**config.mk**
```make
export PLATFORM = sky130hd
export DESIGN_NAME = video_timing_gen
export DESIGN_NICKNAME = d
export VERILOG_FILES = /design/src/rtl/video_timing_pkg.sv /design/src/rtl/video_timing_axis.sv /design/src/rtl/video_timing_gen.sv
export SDC_FILE = /design/constraint.sdc
export NUM_CORES = 1
export LEC_CHECK = 0
export BUFFER_PORTS_ARGS = -buffer_cell sky130_fd_sc_hd__buf_2
export CORE_MARGIN = 2
export CORE_UTILIZATION = 31
export DETAILED_ROUTE_END_ITERATION = 8
export HOLD_SLACK_MARGIN = 0.06
export MAX_ROUTING_LAYER = met4
export PLACE_DENSITY_LB_ADDON = 0.1
export SYNTH_ARGS = -nofsm -noshare
export SYNTH_HDL_FRONTEND = slang
export SYNTH_SLANG_ARGS = --single-unit
```
**constraint.sdc**
```tcl
create_clock -name clk -period 2.1 [get_ports clk]
set_input_delay 0.42 -clock clk [delete_from_list [all_inputs] [get_ports clk]]
set_output_delay 0.42 -clock clk [all_outputs]
set_load 0.01 [all_outputs]
```
**src/rtl/video_timing_pkg.sv**
```systemverilog
// ---------------------------------------------------------------------------
// video_timing_pkg
// Shared definitions for the raster timing generator:
//   - default 320x240 timing (per-axis active / front porch / sync / back porch)
//   - axis_timing_t : one axis worth of timing in pixels or lines
//   - axis_total()  : total period of one axis
//   - cnt_width()   : counter width able to hold 0 .. total-1
// ---------------------------------------------------------------------------
package video_timing_pkg;

   localparam int unsigned DEF_H_ACTIVE = 32'd320;
   localparam int unsigned DEF_H_FP     = 32'd16;
   localparam int unsigned DEF_H_SYNC   = 32'd32;
   localparam int unsigned DEF_H_BP     = 32'd32;
   localparam int unsigned DEF_V_ACTIVE = 32'd240;
   localparam int unsigned DEF_V_FP     = 32'd4;
   localparam int unsigned DEF_V_SYNC   = 32'd4;
   localparam int unsigned DEF_V_BP     = 32'd12;

   typedef struct packed {
      int unsigned active;
      int unsigned fp;
      int unsigned sync;
      int unsigned bp;
   } axis_timing_t;

   function automatic int unsigned axis_total(input axis_timing_t t);
      return t.active + t.fp + t.sync + t.bp;
   endfunction

   // A one-position axis still needs a 1-bit counter.
   function automatic int unsigned cnt_width(input int unsigned total);
      int unsigned w;
      if (total < 32'd2) begin
         w = 32'd1;
      end else begin
         w = $clog2(total);
      end
      return w;
   endfunction

endpackage

```
**src/rtl/video_timing_axis.sv**
```systemverilog
// ---------------------------------------------------------------------------
// video_timing_axis
// One raster axis: a position counter that advances on adv_i and wraps after
// the last position, plus blank/sync decode. Blank and sync are decoded from
// the *next* count and registered with it, so count, blank and sync always
// describe the same position.
// Ports:
//   clk, reset_n  : clock, asynchronous active-low reset
//   adv_i         : advance by one position this clock
//   wrap_o        : advancing from the last position this clock (combinational)
//   cnt_o         : registered position
//   blank_o       : registered blank, 1 when position >= active
//   sync_o        : registered sync, equal to POL inside the sync window
//   blank_nxt_o   : blank value that will be registered on this edge
// ---------------------------------------------------------------------------
module video_timing_axis
   import video_timing_pkg::*;
#(
   parameter axis_timing_t TIMING = '{active: DEF_H_ACTIVE, fp: DEF_H_FP,
                                      sync: DEF_H_SYNC, bp: DEF_H_BP},
   parameter bit           POL    = 1'b1,
   parameter int unsigned  W      = cnt_width(axis_total(TIMING))
) (
   input  logic         clk,
   input  logic         reset_n,
   input  logic         adv_i,
   output logic         wrap_o,
   output logic [W-1:0] cnt_o,
   output logic         blank_o,
   output logic         sync_o,
   output logic         blank_nxt_o
);

   localparam int unsigned  TOTAL       = axis_total(TIMING);
   localparam logic [W-1:0] LAST        = W'(TOTAL - 32'd1);
   localparam logic [W-1:0] BLANK_START = W'(TIMING.active);
   localparam logic [W-1:0] SYNC_START  = W'(TIMING.active + TIMING.fp);
   localparam logic [W-1:0] SYNC_END    = W'(TIMING.active + TIMING.fp + TIMING.sync);

   logic [W-1:0] cnt_q, cnt_d;
   logic         blank_q, blank_d;
   logic         sync_q, sync_d;
   logic         at_last_s;

   // Next position: hold, step, or wrap to zero after the last position.
   always_comb begin
      at_last_s = (cnt_q == LAST);
      if (adv_i) begin
         if (at_last_s) begin
            cnt_d = '0;
         end else begin
            cnt_d = cnt_q + W'(32'd1);
         end
      end else begin
         cnt_d = cnt_q;
      end
   end

   // Blank/sync decode of the next position so they register in step with it.
   always_comb begin
      blank_d = (cnt_d >= BLANK_START);
      if ((cnt_d >= SYNC_START) && (cnt_d < SYNC_END)) begin
         sync_d = POL;
      end else begin
         sync_d = ~POL;
      end
   end

   // Position, blank and sync registers.
   always_ff @(posedge clk or negedge reset_n) begin
      if (!reset_n) begin
         cnt_q   <= '0;
         blank_q <= 1'b0;
         sync_q  <= ~POL;
      end else begin
         cnt_q   <= cnt_d;
         blank_q <= blank_d;
         sync_q  <= sync_d;
      end
   end

   assign wrap_o      = adv_i & at_last_s;
   assign cnt_o       = cnt_q;
   assign blank_o     = blank_q;
   assign sync_o      = sync_q;
   assign blank_nxt_o = blank_d;

endmodule

```
**src/rtl/video_timing_gen.sv**
```systemverilog
// ---------------------------------------------------------------------------
// video_timing_gen
// Programmable raster timing generator. All counters advance only on ce_pix,
// so one system clock serves any pixel rate. Every output is registered and
// decoded from the next position, so all of them describe the same pixel.
// Ports:
//   clk, reset_n  : system clock, asynchronous active-low reset
//   ce_pix        : pixel clock enable (single-cycle pulses or held high)
//   hs, vs        : syncs, asserted level HS_POL / VS_POL
//   hbl, vbl      : blanks, 1 = blanking
//   de            : data enable, ~hbl & ~vbl
//   x, y          : pixel position
//   frame_start   : one-clk pulse when the position becomes (0,0)
//   frame_cnt     : 16-bit frame counter, only when VIDEO_TIMING_FRAME_CNT_EN
//                   is defined
// ---------------------------------------------------------------------------
module video_timing_gen
   import video_timing_pkg::*;
#(
   parameter int unsigned H_ACTIVE = DEF_H_ACTIVE,
   parameter int unsigned H_FP     = DEF_H_FP,
   parameter int unsigned H_SYNC   = DEF_H_SYNC,
   parameter int unsigned H_BP     = DEF_H_BP,
   parameter int unsigned V_ACTIVE = DEF_V_ACTIVE,
   parameter int unsigned V_FP     = DEF_V_FP,
   parameter int unsigned V_SYNC   = DEF_V_SYNC,
   parameter int unsigned V_BP     = DEF_V_BP,
   parameter bit          HS_POL   = 1'b1,
   parameter bit          VS_POL   = 1'b1,
   localparam int unsigned H_TOTAL = H_ACTIVE + H_FP + H_SYNC + H_BP,
   localparam int unsigned V_TOTAL = V_ACTIVE + V_FP + V_SYNC + V_BP,
   localparam int unsigned HW      = cnt_width(H_TOTAL),
   localparam int unsigned VW      = cnt_width(V_TOTAL)
) (
   input  logic          clk,
   input  logic          reset_n,
   input  logic          ce_pix,
   output logic          hs,
   output logic          vs,
   output logic          hbl,
   output logic          vbl,
   output logic          de,
   output logic [HW-1:0] x,
   output logic [VW-1:0] y,
   output logic          frame_start
`ifdef VIDEO_TIMING_FRAME_CNT_EN
   ,
   output logic [15:0]   frame_cnt
`endif
);

   localparam axis_timing_t H_TIMING = '{active: H_ACTIVE, fp: H_FP, sync: H_SYNC, bp: H_BP};
   localparam axis_timing_t V_TIMING = '{active: V_ACTIVE, fp: V_FP, sync: V_SYNC, bp: V_BP};

   if ((H_ACTIVE < 32'd1) || (H_FP < 32'd1) || (H_SYNC < 32'd1) || (H_BP < 32'd1) ||
       (V_ACTIVE < 32'd1) || (V_FP < 32'd1) || (V_SYNC < 32'd1) || (V_BP < 32'd1)) begin : g_param_err
      $error("video_timing_gen: every timing parameter must be at least 1");
   end
   if ((H_TOTAL < 32'd2) || (V_TOTAL < 32'd2)) begin : g_total_err
      $error("video_timing_gen: H_TOTAL and V_TOTAL must be at least 2");
   end

   logic h_wrap_s, v_wrap_s;
   logic hbl_nxt_s, vbl_nxt_s;
   logic de_q, de_d;
   logic frame_start_q, frame_start_d;

   video_timing_axis #(
      .TIMING (H_TIMING),
      .POL    (HS_POL),
      .W      (HW)
   ) u_h_axis (
      .clk         (clk),
      .reset_n     (reset_n),
      .adv_i       (ce_pix),
      .wrap_o      (h_wrap_s),
      .cnt_o       (x),
      .blank_o     (hbl),
      .sync_o      (hs),
      .blank_nxt_o (hbl_nxt_s)
   );

   // The vertical axis only steps on a line wrap, so vs/vbl never change mid-line.
   video_timing_axis #(
      .TIMING (V_TIMING),
      .POL    (VS_POL),
      .W      (VW)
   ) u_v_axis (
      .clk         (clk),
      .reset_n     (reset_n),
      .adv_i       (h_wrap_s),
      .wrap_o      (v_wrap_s),
      .cnt_o       (y),
      .blank_o     (vbl),
      .sync_o      (vs),
      .blank_nxt_o (vbl_nxt_s)
   );

   // Data enable and frame start from the next position; a frame wrap is the
   // only way to enter (0,0) by counting, so reset never produces a pulse.
   always_comb begin
      de_d          = ~hbl_nxt_s & ~vbl_nxt_s;
      frame_start_d = v_wrap_s;
   end

   // Data enable and frame start registers.
   always_ff @(posedge clk or negedge reset_n) begin
      if (!reset_n) begin
         de_q          <= 1'b1;
         frame_start_q <= 1'b0;
      end else begin
         de_q          <= de_d;
         frame_start_q <= frame_start_d;
      end
   end

   assign de          = de_q;
   assign frame_start = frame_start_q;

`ifdef VIDEO_TIMING_FRAME_CNT_EN
   logic [15:0] frame_cnt_q, frame_cnt_d;

   // Step on the same edge that raises frame_start; 16-bit add wraps to zero.
   always_comb begin
      if (frame_start_d) begin
         frame_cnt_d = frame_cnt_q + 16'd1;
      end else begin
         frame_cnt_d = frame_cnt_q;
      end
   end

   // Frame counter register.
   always_ff @(posedge clk or negedge reset_n) begin
      if (!reset_n) begin
         frame_cnt_q <= 16'd0;
      end else begin
         frame_cnt_q <= frame_cnt_d;
      end
   end

   assign frame_cnt = frame_cnt_q;
`endif

endmodule

```
* Yosys cells after proc, flatten, opt, wreduce, memory -nomap -nowiden
Cells that the tools add are included.
Word-level totals: bits in registers 24, input bits 3, output and inout port bits 24
Operators by class: equal/unequal tests 2, $add $sub $neg 2, mux-type cells 6, bitwise gates (word level) 5, order comparisons 6, reduce and logical (&&, ||, !) cells 2
Operators by type and width (count):
- 9-bit two-way mux | 4
- 9-bit by 1-bit adder with 9-bit output, second input constant | 2
- 9-bit == test, second input constant | 2
- 9-bit by 8-bit >= comparator with 1-bit output, second input constant | 2
- 9-bit >= comparator, second input constant | 2
- 9-bit by 8-bit < comparator with 1-bit output, second input constant | 1
- 9-bit < comparator, second input constant | 1
- 1-bit AND | 3
- 1-bit logical AND | 2
- 1-bit two-way mux | 2
- 1-bit inverter | 2

* Longest topological paths before layout
Gate-level depths: netlist of the first run.
word-level depth 6, gate-level depth with buffers 8, mapped depth without buffers 6

* By module
A second synthesis of the first run with hierarchy kept.
Unflattened totals: cell total of the unflattened synthesis 126, area total of the unflattened synthesis 1326.3 um2
Modules (own cells, without submodules):
- video_timing_axis at u_h_axis | instances 1, area an instance 635.6 um2, cells each 57
- video_timing_axis at u_v_axis | instances 1, area an instance 635.6 um2, cells each 66
- video_timing_gen | instances 1, area an instance 55.1 um2, cells each 3

* Worst setup path before layout of the first run
OpenSTA, ideal clock, no wires.
path type reg-to-reg, from register u_h_axis.cnt_q[0], in the netlist u_h_axis.cnt_o[0], to register u_v_axis.sync_q, in the netlist u_v_axis.sync_o, path buffers 2, setup slack 0.082 ns, stages on the path, launching flop included 9, setup time 0.121 ns, required time 1.979 ns, arrival time 1.897 ns, clock period less this slack 2.018 ns, cell sequence dfrtp_1 ha_1 and4_1 buf_6 and3_2 buf_6 nand2_1 mux2_4 and4b_1
On the way: word-level cells in the longest chain between the ends 6, elaborated cells between the ends (all ways) 7, classes of those cells order compare (2); eq/ne (1); mux (2); bitwise (1); reduce/logical (1)
RTL lines:
- start: declaration | line video_timing_axis.sv:40 | logic [W-1:0] cnt_q, cnt_d;
- start signal: assignment | line video_timing_axis.sv:76 | cnt_q <= cnt_d;
- 9-bit == test (*) | line video_timing_axis.sv:47 | at_last_s = (cnt_q == LAST);
- 1-bit AND (*) | line video_timing_axis.sv:82 | assign wrap_o = adv_i & at_last_s;
- 9-bit two-way mux (*) | line video_timing_axis.sv:48 | if (adv_i) begin
- via u_v_axis.cnt_d[2] | line video_timing_axis.sv:40
- 9-bit by 8-bit >= comparator with 1-bit output or 9-bit by 8-bit < comparator with 1-bit output (tied branches) | line video_timing_axis.sv:62 | if ((cnt_d >= SYNC_START) && (cnt_d < SYNC_END)) begin
- 1-bit logical AND (*) | line video_timing_axis.sv:62
- 1-bit two-way mux (*) | line video_timing_axis.sv:62
- via u_v_axis.sync_d | line video_timing_axis.sv:42 | logic sync_q, sync_d;
- end signal: assignment | line video_timing_axis.sv:74 | sync_q <= ~POL;
- end signal: assignment | line video_timing_axis.sv:78 | sync_q <= sync_d;
- end: declaration | line video_timing_axis.sv:42
The timed path passes the listed nets; every way through them passes the cells marked *.

* Worst setup path in the final report of the first run
from register u_h_axis.cnt_q[0], in the netlist u_h_axis.cnt_o[0], to register u_v_axis.sync_q, in the netlist u_v_axis.sync_o
On the way: word-level cells in the longest chain between the ends 6, elaborated cells between the ends (all ways) 7, classes of those cells order compare (2); eq/ne (1); mux (2); bitwise (1); reduce/logical (1)
RTL lines (line):
- 9-bit == test (*) | video_timing_axis.sv:47
- 1-bit AND (*) | video_timing_axis.sv:82
- 9-bit two-way mux (*) | video_timing_axis.sv:48
- 9-bit by 8-bit >= comparator with 1-bit output or 9-bit by 8-bit < comparator with 1-bit output (tied branches) | video_timing_axis.sv:62
- 1-bit logical AND (*) | video_timing_axis.sv:62
- 1-bit two-way mux (*) | video_timing_axis.sv:62
- via u_v_axis.sync_d | video_timing_axis.sv:42
Marked as above.

==> results of run 1 <==
registers in the layout, indices dropped and copies added (netlist names):
register          cells
u_h_axis.sync_o       1
u_v_axis.cnt_o        9
u_h_axis.cnt_o        9
u_h_axis.blank_o      1
u_v_axis.sync_o       1
u_v_axis.blank_o      1
frame_start           1
de                    1
cell type report:
cell class / count / area [um2]
sequential: 24 / 602
clock buffer: 3 / 41.3
fill: 446 / 2610
multi-input combinational: 100 / 692
inverter: 4 / 15.0
timing repair buffer: 37 / 213
clock inverter: 1 / 30.0
tap: 52 / 65.1
Yosys cell counts (all sizes together) (2+ instances only):
library cell / count / area [um2]
nand3: 7 / 47.6
buf: 4 / 38.8
and2: 3 / 20.0
clkbuf: 3 / 12.5
a21oi: 4 / 20.0
nor4: 2 / 12.5
nand2: 13 / 48.8
nand4: 4 / 25.0
nor3: 6 / 30.0
or3: 2 / 17.5
inv: 4 / 15.0
nor2: 8 / 30.0
a22oi: 2 / 28.8
ha: 2 / 25.0
and4b: 2 / 20.0
and3: 6 / 40.0
xnor2: 6 / 52.6
dfrtp: 23 / 576
nand3b: 2 / 15.0
or4: 2 / 15.0
a21o: 2 / 16.3
and4: 2 / 18.8
nor3b: 2 / 15.0
o21ai: 8 / 40.0
mux2: 2 / 26.3
o31ai: 2 / 15.0
how the worst max path moves through the flow:
stage                      start         endpoint  slack [ps]  cells past startpoint
2_1_floorplan  u_h_axis.cnt_o[0]  u_v_axis.sync_o          80                      8
3_3_place_gp   u_h_axis.cnt_o[0]  u_v_axis.sync_o         130                      6
3_5_place_dp   u_h_axis.cnt_o[0]  u_v_axis.sync_o          70                      6
4_1_cts        u_h_axis.cnt_o[0]  u_v_axis.sync_o          50                      6
5_1_grt        u_h_axis.cnt_o[0]               de           3                      7
6_report       u_h_axis.cnt_o[0]  u_v_axis.sync_o         100                      6
metrics by stage:
step / hold WS (ps) / util (%)
final: 134 / 38.9
after global routing: 167 / 38.9
after floorplan: 124 / -
after global placement: 435 / 37.0
after CTS: 144 / 38.7
after detailed placement: 446 / 37.0
worst max-delay path, stage by stage (launching register included):
cell	delay [ps]
sky130_fd_sc_hd__dfrtp_1	430
sky130_fd_sc_hd__ha_2	240
sky130_fd_sc_hd__and4_2	320
sky130_fd_sc_hd__nand3_4	130
sky130_fd_sc_hd__or3_4	420
sky130_fd_sc_hd__a22oi_4	210
sky130_fd_sc_hd__and4b_1	200
cell families after synthesis:
family | Yosys count | share of synthesized area [%]
muxes | 3 | 2.68
xor gates and xnor gates | 7 | 4.54
adders and majority gates | 2 | 1.85
and+or+nand+nor | 64 | 29.0
buffers and inverters | 11 | 4.91
AOI/OAI and AO/OA | 24 | 12.5
DFF | 24 | 44.5
power groups by stage:
stage	clock, uW	sequential (uW)	combinational, uW
floorplan	0	584	132
global placement	0	566	271
detailed placement	0	569	270
CTS	429	560	271
global route	447	568	300
finish	410	561	273
layer usage:
layer  up-vias  track usage, %  wire, um
li1        558               -         -
met1       560            16.4      1440
met2        35            22.0      1530
met3         8            2.60       146
met4         0            4.06        38
met5         -               -         0
==> load_flow_metrics.sql, run 1 <==
INSERT INTO impl_metrics (metric_group, metric, value, unit) VALUES
('clock_network', 'cts_tree', 'built', ''),
('logic_synthesis', 'syn_area_per_cell', '10.0', 'um2'),
('floorplanning', 'floorplan.die.width', '70.0', 'um'),
('routing', 'via_count', '1161', ''),
('routing', 'avgViaCountPerCell', '5.25', ''),
('sta', 'maxClockFrequency', '500', 'MHz'),
('global_route', 'first_pass_grt_wire_length', '5160', 'um'),
('clock_network', 'clk-insertion-delay-late', '260', 'ps'),
('clock_network', 'cts_made_buffers', '3', ''),
('layout', 'antenna_cells_inserted', '0', ''),
('place', 'globalplace.congestion', '0.820', ''),
('pwr', 'p_leak', '0.000801', 'uW'),
('layout', 'final_nets', '175', ''),
('pwr', 'power.share.sequential', '45.1', '%'),
('layout', 'layout_commonest_cell', 'sky130_fd_sc_hd__buf_2', ''),
('floorplanning', 'row_count', '24', ''),
('setup_path', 'worst_setup_path_start_kind', 'flip-flop', ''),
('pwr', 'switching_pwr', '368', 'uW'),
('pwr', 'p_sw_share', '29.6', '%'),
('setup_path', 'crit_path_required_time', '2310', 'ps'),
('setup_path', 'critPathArrivalTime', '2210', 'ps'),
('sta', 'setup_viol', '0', ''),
('setup_path', 'setup.worst_path.class', 'flip-flop to flip-flop', ''),
('layout', 'instances_no_fill', '221', ''),
('min_path', 'worstHoldPathType', 'input port to asynchronous set/reset pin', ''),
('pwr', 'power-per-cell-area', '750', 'nW/um2'),
('place', 'dpl.hpwl', '2350', 'um'),
('pwr', 'power.share.clock', '32.9', '%'),
('clock_network', 'path_clk_slew', '90', 'ps'),
('global_route', 'grt_antenna_before_repair', '0', ''),
('sta', 'worst_slew_margin_rel', '62.7', '%'),
('place', 'numPortBuffers', '26', ''),
('run_status', 'outcome', 'completed', ''),
('global_route', 'globalRouteTotalUtil', '13.3', '%'),
('job', 'drv.max_cap_violation_count', '0', ''),
('floorplanning', 'floorplan.io_pins', '27', ''),
('logic_synthesis', 'seq_area_frac_synth', '44.5', '%'),
('logic_synthesis', 'synth-seq-cells', '24', ''),
('sta', 'worst_clock_skew', '2.69', 'ps'),
('clock_network', 'cts_max_path_buffers', '2', ''),
('floorplanning', 'die_area', '4900', 'um2'),
('routing', 'routed_len_inst', '14.3', 'um'),
('clock_network', 'tritoncts_num_sinks', '24', ''),
('pwr', 'power_share_of_the_combinational_group', '22.0', '%'),
('sta', 'slew_viol_final', '0', ''),
('layout', 'synthToLayoutAreaGrowth', '22.7', '%'),
('sta', 'fin_setup_tns', '0', 'ps'),
('sta', 'timing_worst_slew_pin_value', '559', 'ps'),
('pwr', 'totalPowerFinal', '1240', 'uW'),
('routing', 'wirelength', '3160', 'um'),
('routing', 'initialDrtViolationCount', '41', ''),
('sta', 'postLayoutSetupSlackWorst', '100', 'ps'),
('logic_synthesis', 'share_of_flip_flops_with_an_asynchronous_set_or_reset', '100', '%'),
('place', 'placedCellCount', '217', ''),
('pwr', 'ir_worst_vdd', '0.000270', 'V'),
('routing', 'antenna_violation_net_count_after_detailed_routing', '0', ''),
('clock_network', 'cts-htree-levels', '1', ''),
('setup_path', 'worst_r2r_endpoint', 'u_v_axis.sync_o', ''),
('global_route', 'globalRoute.totalOverflow', '0', ''),
('logic_synthesis', 'synthesis.yosys.warnings', '0', ''),
('clock_network', 'post_cts_hold_buffer_count', '0', ''),
('logic_synthesis', 'post_syn_instances', '135', ''),
('setup_path', 'timing.reg2reg.setup_slack', '100', 'ps'),
('routing', 'detail_route.drc_violations', '0', ''),
('logic_synthesis', 'yosysUniqueCellTypes', '48', ''),
('global_route', 'grt_start_max_net_pins', '25', ''),
('logic_synthesis', 'dominantRegCellSynth', 'sky130_fd_sc_hd__dfrtp_1', ''),
('place', 'dp_slack', '68.5', 'ps'),
('logic_synthesis', 'synth.net_count', '140', ''),
('setup_path', 'crit_path_end_kind', 'flip-flop', ''),
('clock_network', 'ctsResizeCount', '0', '');
Power figures use the tool's default switching activity.
==> inputs of run 2 (changes only) <==
--- a/config.mk
+++ b/config.mk
@@ -11,7 +11,6 @@
 export DETAILED_ROUTE_END_ITERATION = 8
 export HOLD_SLACK_MARGIN = 0.06
 export MAX_ROUTING_LAYER = met4
-export PLACE_DENSITY_LB_ADDON = 0.1
 export SYNTH_ARGS = -nofsm -noshare
 export SYNTH_HDL_FRONTEND = slang
 export SYNTH_SLANG_ARGS = --single-unit
==> run 2 against run 1 <==
Effect of this change: fmax increased by 1.5%; cell count decreased by 2.3%; count of clock-buffer cells in the layout unchanged; highest routed layer unchanged; sequential power increased by 1%; clock skew increased by 2.7 ps.
==> load_flow_metrics.sql, run 2 (synthesized netlist as in run 1, its figures left out) <==
INSERT INTO impl_metrics (metric_group, metric, value, unit) VALUES
('run_status', 'outcome', 'completed', ''),
('sta', 'timing.final.crit_share', '93.8', '%'),
('clock_network', 'cts-htree-levels', '1', ''),
('floorplanning', 'die_area', '4900', 'um2'),
('global_route', 'grt_start_max_net_pins', '25', ''),
('place', 'numPortBuffers', '26', ''),
('routing', 'initialDrtViolationCount', '98', ''),
('layout', 'multi_input_comb_area', '696', 'um2'),
('setup_path', 'critPathMaxFanout', '8', ''),
('floorplanning', 'die-height', '70.0', 'um'),
('routing', 'via_count', '1154', ''),
('layout', 'final_nets', '170', ''),
('sta', 'postLayoutSetupSlackWorst', '130', 'ps'),
('floorplanning', 'floorplan.io_pins', '27', ''),
('clock_network', 'post_cts_hold_buffer_count', '0', ''),
('min_path', 'worstHoldPathType', 'input port to asynchronous set/reset pin', ''),
('setup_path', 'ff2ff_path_depth', '6', ''),
('setup_path', 'critical_path.cell_chain', 'ha_2 > and4_2 > nand3_4 > or3_4 > a22oi_4 > and4b_1', ''),
('sta', 'hold-worst-slack', '118', 'ps'),
('pwr', 'power.share.clock', '33.6', '%'),
('pwr', 'totalPowerFinal', '1220', 'uW'),
('floorplanning', 'floorplan.die.width', '70.0', 'um'),
('setup_path', 'crit_path_required_time', '2310', 'ps'),
('global_route', 'first_pass_grt_wire_length', '5260', 'um'),
('pwr', 'power.share.sequential', '46.5', '%'),
('setup_path', 'crit_path_end_kind', 'flip-flop', ''),
('setup_path', 'worst_setup_path_start_kind', 'flip-flop', ''),
('sta', 'worst_clock_skew', '5.41', 'ps'),
('place', 'dp_slack', '32.9', 'ps'),
('pwr', 'p_leak', '0.000773', 'uW'),
('global_route', 'via_count_of_the_first_global_routing_pass', '1110', ''),
('global_route', 'globalRouteTotalUtil', '13.6', '%'),
('layout', 'final_core_utilization', '38.1', '%'),
('clock_network', 'tritoncts_num_sinks', '24', ''),
('sta', 'finalCriticalPeriod', '1970', 'ps'),
('routing', 'detail_route.drc_violations', '0', ''),
('pwr', 'power-per-cell-area', '751', 'nW/um2'),
('layout', 'final-seq-area', '604', 'um2'),
('sta', 'worst_slew_margin_rel', '64.1', '%'),
('layout', 'antenna_cells_inserted', '0', ''),
('global_route', 'globalRoute.totalOverflow', '0', ''),
('clock_network', 'cts_made_buffers', '3', ''),
('sta', 'setup_viol', '0', ''),
('clock_network', 'clk-insertion-delay-late', '270', 'ps'),
('sta', 'timing_worst_slew_pin_value', '538', 'ps'),
('layout', 'n_fill_cell', '446', ''),
('sta', 'maxClockFrequency', '508', 'MHz'),
('setup_path', 'critical_path.max_stage_delay', '420', 'ps'),
('setup_path', 'slowest_stage', 'sky130_fd_sc_hd__or3_4', ''),
('clock_network', 'cts_max_path_buffers', '2', ''),
('routing', 'antenna_violation_net_count_after_detailed_routing', '0', ''),
('place', 'dpl.hpwl', '2260', 'um'),
('sta', 'fin_setup_tns', '0', 'ps'),
('layout', 'layout_commonest_cell', 'sky130_fd_sc_hd__buf_2', ''),
('clock_network', 'path_clk_slew', '90', 'ps'),
('pwr', 'p_sw_share', '29.5', '%'),
('floorplanning', 'row_count', '24', ''),
('job', 'drv.max_cap_violation_count', '0', ''),
('pwr', 'internal_power', '861', 'uW'),
('sta', 'slew_viol_final', '0', ''),
('setup_path', 'critPathArrivalTime', '2180', 'ps'),
('routing', 'wirelength', '3060', 'um'),
('clock_network', 'cts_tree', 'built', ''),
('routing', 'routed_len_inst', '14.1', 'um'),
('layout', 'drive_gt1_share', '32.9', '%'),
('clock_network', 'clockRootBuffer', 'sky130_fd_sc_hd__clkbuf_8', ''),
('layout', 'synthToLayoutAreaGrowth', '20.4', '%'),
('pwr', 'power_share_of_the_combinational_group', '19.9', '%'),
('layout', 'layout_common_cells', 'sky130_fd_sc_hd__buf_2, sky130_fd_sc_hd__dfrtp_1, sky130_fd_sc_hd__nand2_1', ''),
('pwr', 'switching_pwr', '360', 'uW'),
('global_route', 'grt_antenna_before_repair', '0', ''),
('setup_path', 'setup.worst_path.class', 'flip-flop to flip-flop', ''),
('routing', 'drt_pass1_iterations', '4', ''),
('routing', 'avgViaCountPerCell', '5.34', ''),
('floorplanning', 'core_area', '4260', 'um2'),
('sta', 'hold_violations', '0', ''),
('floorplanning', 'initial_utilization', '31.7', '%'),
('pwr', 'ir_worst_vdd', '0.000579', 'V'),
('place', 'globalplace.congestion', '0.864', ''),
('sta', 'rsz_0062_raised_after_global_routing', 'false', '');
## run 2: timing repair
item,4_1_cts,5_1_grt
buffers inserted,0,0
endpoints found under the setup margin,0,5
gates resized for setup,0,8
endpoints found under the hold margin,0,0
## run 2: worst paths after layout
| path | from | end | slack [ps] |
|---|---|---|---|
| setup / recovery | u_h_axis.cnt_o[0] | u_v_axis.sync_o | 130 |
| hold / removal | reset_n | u_v_axis.cnt_o[5] | 120 |
| setup reg to reg | u_h_axis.cnt_o[0] | u_v_axis.sync_o | 130 |
| hold reg to reg | u_v_axis.cnt_o[6] | u_v_axis.cnt_o[6] | 560 |
| max in group asynchronous | reset_n | u_h_axis.cnt_o[1] | 1580 |
| min in group clk | ce_pix | u_h_axis.cnt_o[0] | 450 |
## run 2: routing by layer
| layer | global-route usage [%] | vias up | part of all wire, % |
|---|---|---|---|
| li1 | - | 549 | - |
| met4 | 1.92 | 0 | 0.33 |
| met3 | 4.04 | 2 | 6.1 |
| met2 | 22.1 | 37 | 49 |
| met5 | - | - | 0 |
| met1 | 17.2 | 566 | 44 |
## run 2: power by group through the flow
stage	combinational (uW)	sequential (uW)	clock [uW]
after global routing	273	574	448
after CTS	242	564	423
after floorplan	132	584	0
final	243	567	411
after global placement	236	567	0
after detailed placement	242	571	0
## run 2: area by class of cell
class | instances | area share (%)
multi-input combinational | 100 | 42.8
sequential | 24 | 37.2
clock inverter | 1 | 1.85
tap | 52 | 4.00
inverter | 4 | 0.923
clock buffer | 3 | 2.54
timing repair buffer | 32 | 10.8
## run 2: stage by stage
step,std cells,cell area (um2)
2_1_floorplan,135,1350
3_3_place_gp,212,1540
3_5_place_dp,212,1540
4_1_cts,216,1610
5_1_grt,216,1630
6_report,216,1630
## run 2: worst max-delay path: cells and delay by family, from the launching register on
| kind | cells | cell delay [ps] |
|---|---|---|
| AND/OR/NAND/NOR | 4 | 1070 |
| flip-flops | 1 | 410 |
| AO/OA/AOI/OAI | 1 | 210 |
| adder cells (fa/ha/maj) | 1 | 220 |
==> inputs of run 3 (changes only) <==
--- a/config.mk
+++ b/config.mk
@@ -5,10 +5,11 @@
 export SDC_FILE = /design/constraint.sdc
 export NUM_CORES = 1
 export LEC_CHECK = 0
-export BUFFER_PORTS_ARGS = -buffer_cell sky130_fd_sc_hd__buf_2
+export ABC_AREA = 1
 export CORE_MARGIN = 2
 export CORE_UTILIZATION = 31
 export DETAILED_ROUTE_END_ITERATION = 8
+export DONT_BUFFER_PORTS = 1
 export HOLD_SLACK_MARGIN = 0.06
 export MAX_ROUTING_LAYER = met4
 export SYNTH_ARGS = -nofsm -noshare
==> run 3 against run 2 <==
Effect of this change: setup slack improved by 170 ps; area after synthesis is 2.5% lower; sequential power increased by 24%; via count shrank 4.9%; sequential share of layout area increased by 2.9 points; count of clock-buffer cells in the layout unchanged; critical path depth rose by 6; sequential cell count unchanged; fmax increased by 9.3%; critical endpoint is now de.
==> load_flow_metrics.sql, run 3 <==
INSERT INTO impl_metrics (metric_group, metric, value, unit) VALUES
('run_status', 'outcome', 'completed', ''),
('clock_network', 'path_clk_slew', '90', 'ps'),
('global_route', 'grt_start_max_net_pins', '25', ''),
('sta', 'maxClockFrequency', '555', 'MHz'),
('sta', 'hold_violations', '0', ''),
('place', 'globalplace.congestion', '0.833', ''),
('logic_synthesis', 'synth_edf_count', '0', ''),
('routing', 'antenna_violation_net_count_after_detailed_routing', '0', ''),
('layout', 'layout_commonest_cell', 'sky130_fd_sc_hd__nand2_1', ''),
('setup_path', 'crit_path_required_time', '2310', 'ps'),
('floorplanning', 'floorplan.die.width', '69.2', 'um'),
('routing', 'avgViaCountPerCell', '4.61', ''),
('job', 'drv.max_cap_violation_count', '0', ''),
('place', 'dp_slack', '301', 'ps'),
('setup_path', 'setup.worst_path.class', 'flip-flop to flip-flop', ''),
('floorplanning', 'row_count', '23', ''),
('routing', 'drt_pass1_iterations', '4', ''),
('logic_synthesis', 'synth_area_leader_cell', 'sky130_fd_sc_hd__dfrtp_1', ''),
('routing', 'via_count', '1098', ''),
('global_route', 'via_count_of_the_first_global_routing_pass', '1081', ''),
('place', 'numPortBuffers', '0', ''),
('layout', 'drive_gt1_share', '11.7', '%'),
('clock_network', 'clk-insertion-delay-late', '270', 'ps'),
('layout', 'antenna_cells_inserted', '0', ''),
('pwr', 'power-per-cell-area', '970', 'nW/um2'),
('logic_synthesis', 'post_syn_instances', '179', ''),
('setup_path', 'critPathArrivalTime', '2020', 'ps'),
('sta', 'worst_slew_margin_rel', '76.5', '%'),
('logic_synthesis', 'synthTopCellsByArea', 'sky130_fd_sc_hd__dfrtp_1, sky130_fd_sc_hd__nand2_1, sky130_fd_sc_hd__inv_1', ''),
('floorplanning', 'initial_utilization', '32.5', '%'),
('sta', 'timing_worst_slew_pin_value', '352', 'ps'),
('sta', 'timing.final.crit_share', '85.8', '%'),
('logic_synthesis', 'seq_area_frac_synth', '45.7', '%'),
('layout', 'final_core_utilization', '37.1', '%'),
('floorplanning', 'die_area', '4790', 'um2'),
('clock_network', 'tritoncts_num_sinks', '24', ''),
('min_path', 'worstHoldPathType', 'input port to flip-flop', ''),
('global_route', 'globalRoute.totalOverflow', '0', ''),
('logic_synthesis', 'synth-seq-cells', '24', ''),
('clock_network', 'cts_made_buffers', '3', ''),
('logic_synthesis', 'yosysUniqueCellTypes', '24', ''),
('layout', 'final_nets', '194', ''),
('sta', 'hold-worst-slack', '250', 'ps'),
('routing', 'detail_route.drc_violations', '0', ''),
('sta', 'fin_setup_tns', '0', 'ps'),
('global_route', 'grt_antenna_before_repair', '0', ''),
('min_path', 'min_from', 'ce_pix', ''),
('logic_synthesis', 'syn_area', '1320', 'um2'),
('logic_synthesis', 'synth_commonest_cells', 'sky130_fd_sc_hd__nand2_1, sky130_fd_sc_hd__inv_1, sky130_fd_sc_hd__nor2_1', ''),
('setup_path', 'critPathMaxFanout', '4', ''),
('global_route', 'globalRouteTotalUtil', '13.6', '%'),
('routing', 'initialDrtViolationCount', '104', ''),
('clock_network', 'cts_tree', 'built', ''),
('logic_synthesis', 'synth.net_count', '184', ''),
('logic_synthesis', 'syn_area_per_cell', '7.36', 'um2'),
('sta', 'worst_clock_skew', '4.39', 'ps'),
('pwr', 'totalPowerFinal', '1460', 'uW'),
('layout', 'layout_common_cells', 'sky130_fd_sc_hd__nand2_1, sky130_fd_sc_hd__inv_1, sky130_fd_sc_hd__nor2_1', ''),
('clock_network', 'cts_post_setup_buffers_inserted', '0', ''),
('clock_network', 'cts_max_path_buffers', '2', ''),
('setup_path', 'first_element_of_the_critical_path', 'u_h_axis.cnt_o[1]', ''),
('global_route', 'first_pass_grt_wire_length', '5090', 'um'),
('pwr', 'ir_worst_vdd', '0.000269', 'V'),
('sta', 'slew_viol_final', '0', ''),
('logic_synthesis', 'synth_top_cell_area_share', '43.7', '%'),
('routing', 'routed_len_inst', '12.6', 'um'),
('sta', 'postLayoutSetupSlackWorst', '297', 'ps'),
('logic_synthesis', 'synthesis.yosys.warnings', '0', ''),
('sta', 'rsz_0062_raised_after_global_routing', 'false', ''),
('floorplanning', 'core_area', '4060', 'um2'),
('floorplanning', 'floorplan.io_pins', '27', ''),
('clock_network', 'cts-htree-levels', '1', ''),
('sta', 'setup_viol', '0', ''),
('setup_path', 'worst_setup_path_start_kind', 'flip-flop', ''),
('logic_synthesis', 'post-synth-top-count-cell', 'sky130_fd_sc_hd__nand2_1', ''),
('logic_synthesis', 'dominantRegCellSynth', 'sky130_fd_sc_hd__dfrtp_1', ''),
('setup_path', 'critical_path.reg2reg.startpoint', 'u_h_axis.cnt_o[1]', ''),
('pwr', 'p_leak', '0.000794', 'uW'),
('routing', 'wirelength', '3000', 'um'),
('floorplanning', 'die-height', '69.2', 'um'),
('sta', 'finalCriticalPeriod', '1800', 'ps'),
('place', 'dpl.hpwl', '2270', 'um'),
('layout', 'synthToLayoutAreaGrowth', '14.1', '%'),
('clock_network', 'clockRootBuffer', 'sky130_fd_sc_hd__clkbuf_8', ''),
('logic_synthesis', 'share_of_flip_flops_with_an_asynchronous_set_or_reset', '100', '%'),
('setup_path', 'crit_path_end_kind', 'flip-flop', '');
-- run 3: cell count changes after synthesis, sizes merged, moves of 4 or more --
| cell | previous run | this run |
|---|---|---|
| and3 | 6 | 0 |
| buf | 4 | 0 |
| nand2 | 13 | 60 |
| inv | 4 | 30 |
| nor2 | 8 | 27 |
| xnor2 | 6 | 1 |
-- run 3: report_power, final --
part | switching, uW | internal, uW
logic | 221 | 119
clock network | 160 | 255
registers | 144 | 559
-- run 3: cells by family after synthesis --
logic type / share of synthesized area (%)
AOI/OAI and AO/OA: 6.27
buffers and inverters: 8.55
and+or+nand+nor: 35.6
xor gates and xnor gates: 1.99
adders and majority gates: 1.90
DFF: 45.7
-- run 3: final cells by class --
cell class                      instances  area (um2)
Fill cell                             432        2550
Multi-Input combinational cell        125         603
Sequential cell                        24         602
Inverter                               30         113
Tap cell                               50        62.6
Timing Repair Buffer                    5        52.6
Clock buffer                            3        41.3
Clock inverter                          1        30.0
-- run 3: final timing paths --
check | endpoint | cells past startpoint | slack (ps)
hold reg to reg | u_h_axis.cnt_o[1] | 2 | 600
min in group asynchronous | u_v_axis.cnt_o[5] | 2 | 560
setup / recovery | de | 12 | 300
max in group asynchronous | de | 2 | 1310
hold / removal | u_h_axis.cnt_o[0] | 1 | 250
setup reg to reg | de | 12 | 300
-- run 3: routing by layer --
metal | global-route usage (%) | part of all wire [%]
met5 | - | 0
met4 | 6.75 | 2.5
met3 | 3.78 | 6.2
met2 | 19.6 | 44
met1 | 17.5 | 47
-- run 3: worst max-delay path, stage by stage (launching register included) --
cell and delay [ps]:
sky130_fd_sc_hd__dfrtp_1 440, sky130_fd_sc_hd__ha_1 250, sky130_fd_sc_hd__inv_1 90, sky130_fd_sc_hd__nor2_4 130, sky130_fd_sc_hd__nand3_1 110, sky130_fd_sc_hd__nor2_1 230
sky130_fd_sc_hd__nand2_1 80, sky130_fd_sc_hd__nand2_1 80, sky130_fd_sc_hd__nand2_1 60, sky130_fd_sc_hd__inv_1 50, sky130_fd_sc_hd__nand2_1 70, sky130_fd_sc_hd__nand2_1 90
sky130_fd_sc_hd__nor2_1 50
-- run 3: through the flow --
| step | instance area, um2 | cells |
|---|---|---|
| after floorplan | 1320 | 179 |
| after global placement | 1400 | 232 |
| after detailed placement | 1400 | 232 |
| after CTS | 1500 | 238 |
| after global routing | 1500 | 238 |
| final | 1500 | 238 |
-- run 3: timing repair --
action	in CTS	in global routing
resized for setup	0	0
hold buffers	2	0
hold endpoints to repair	24	0
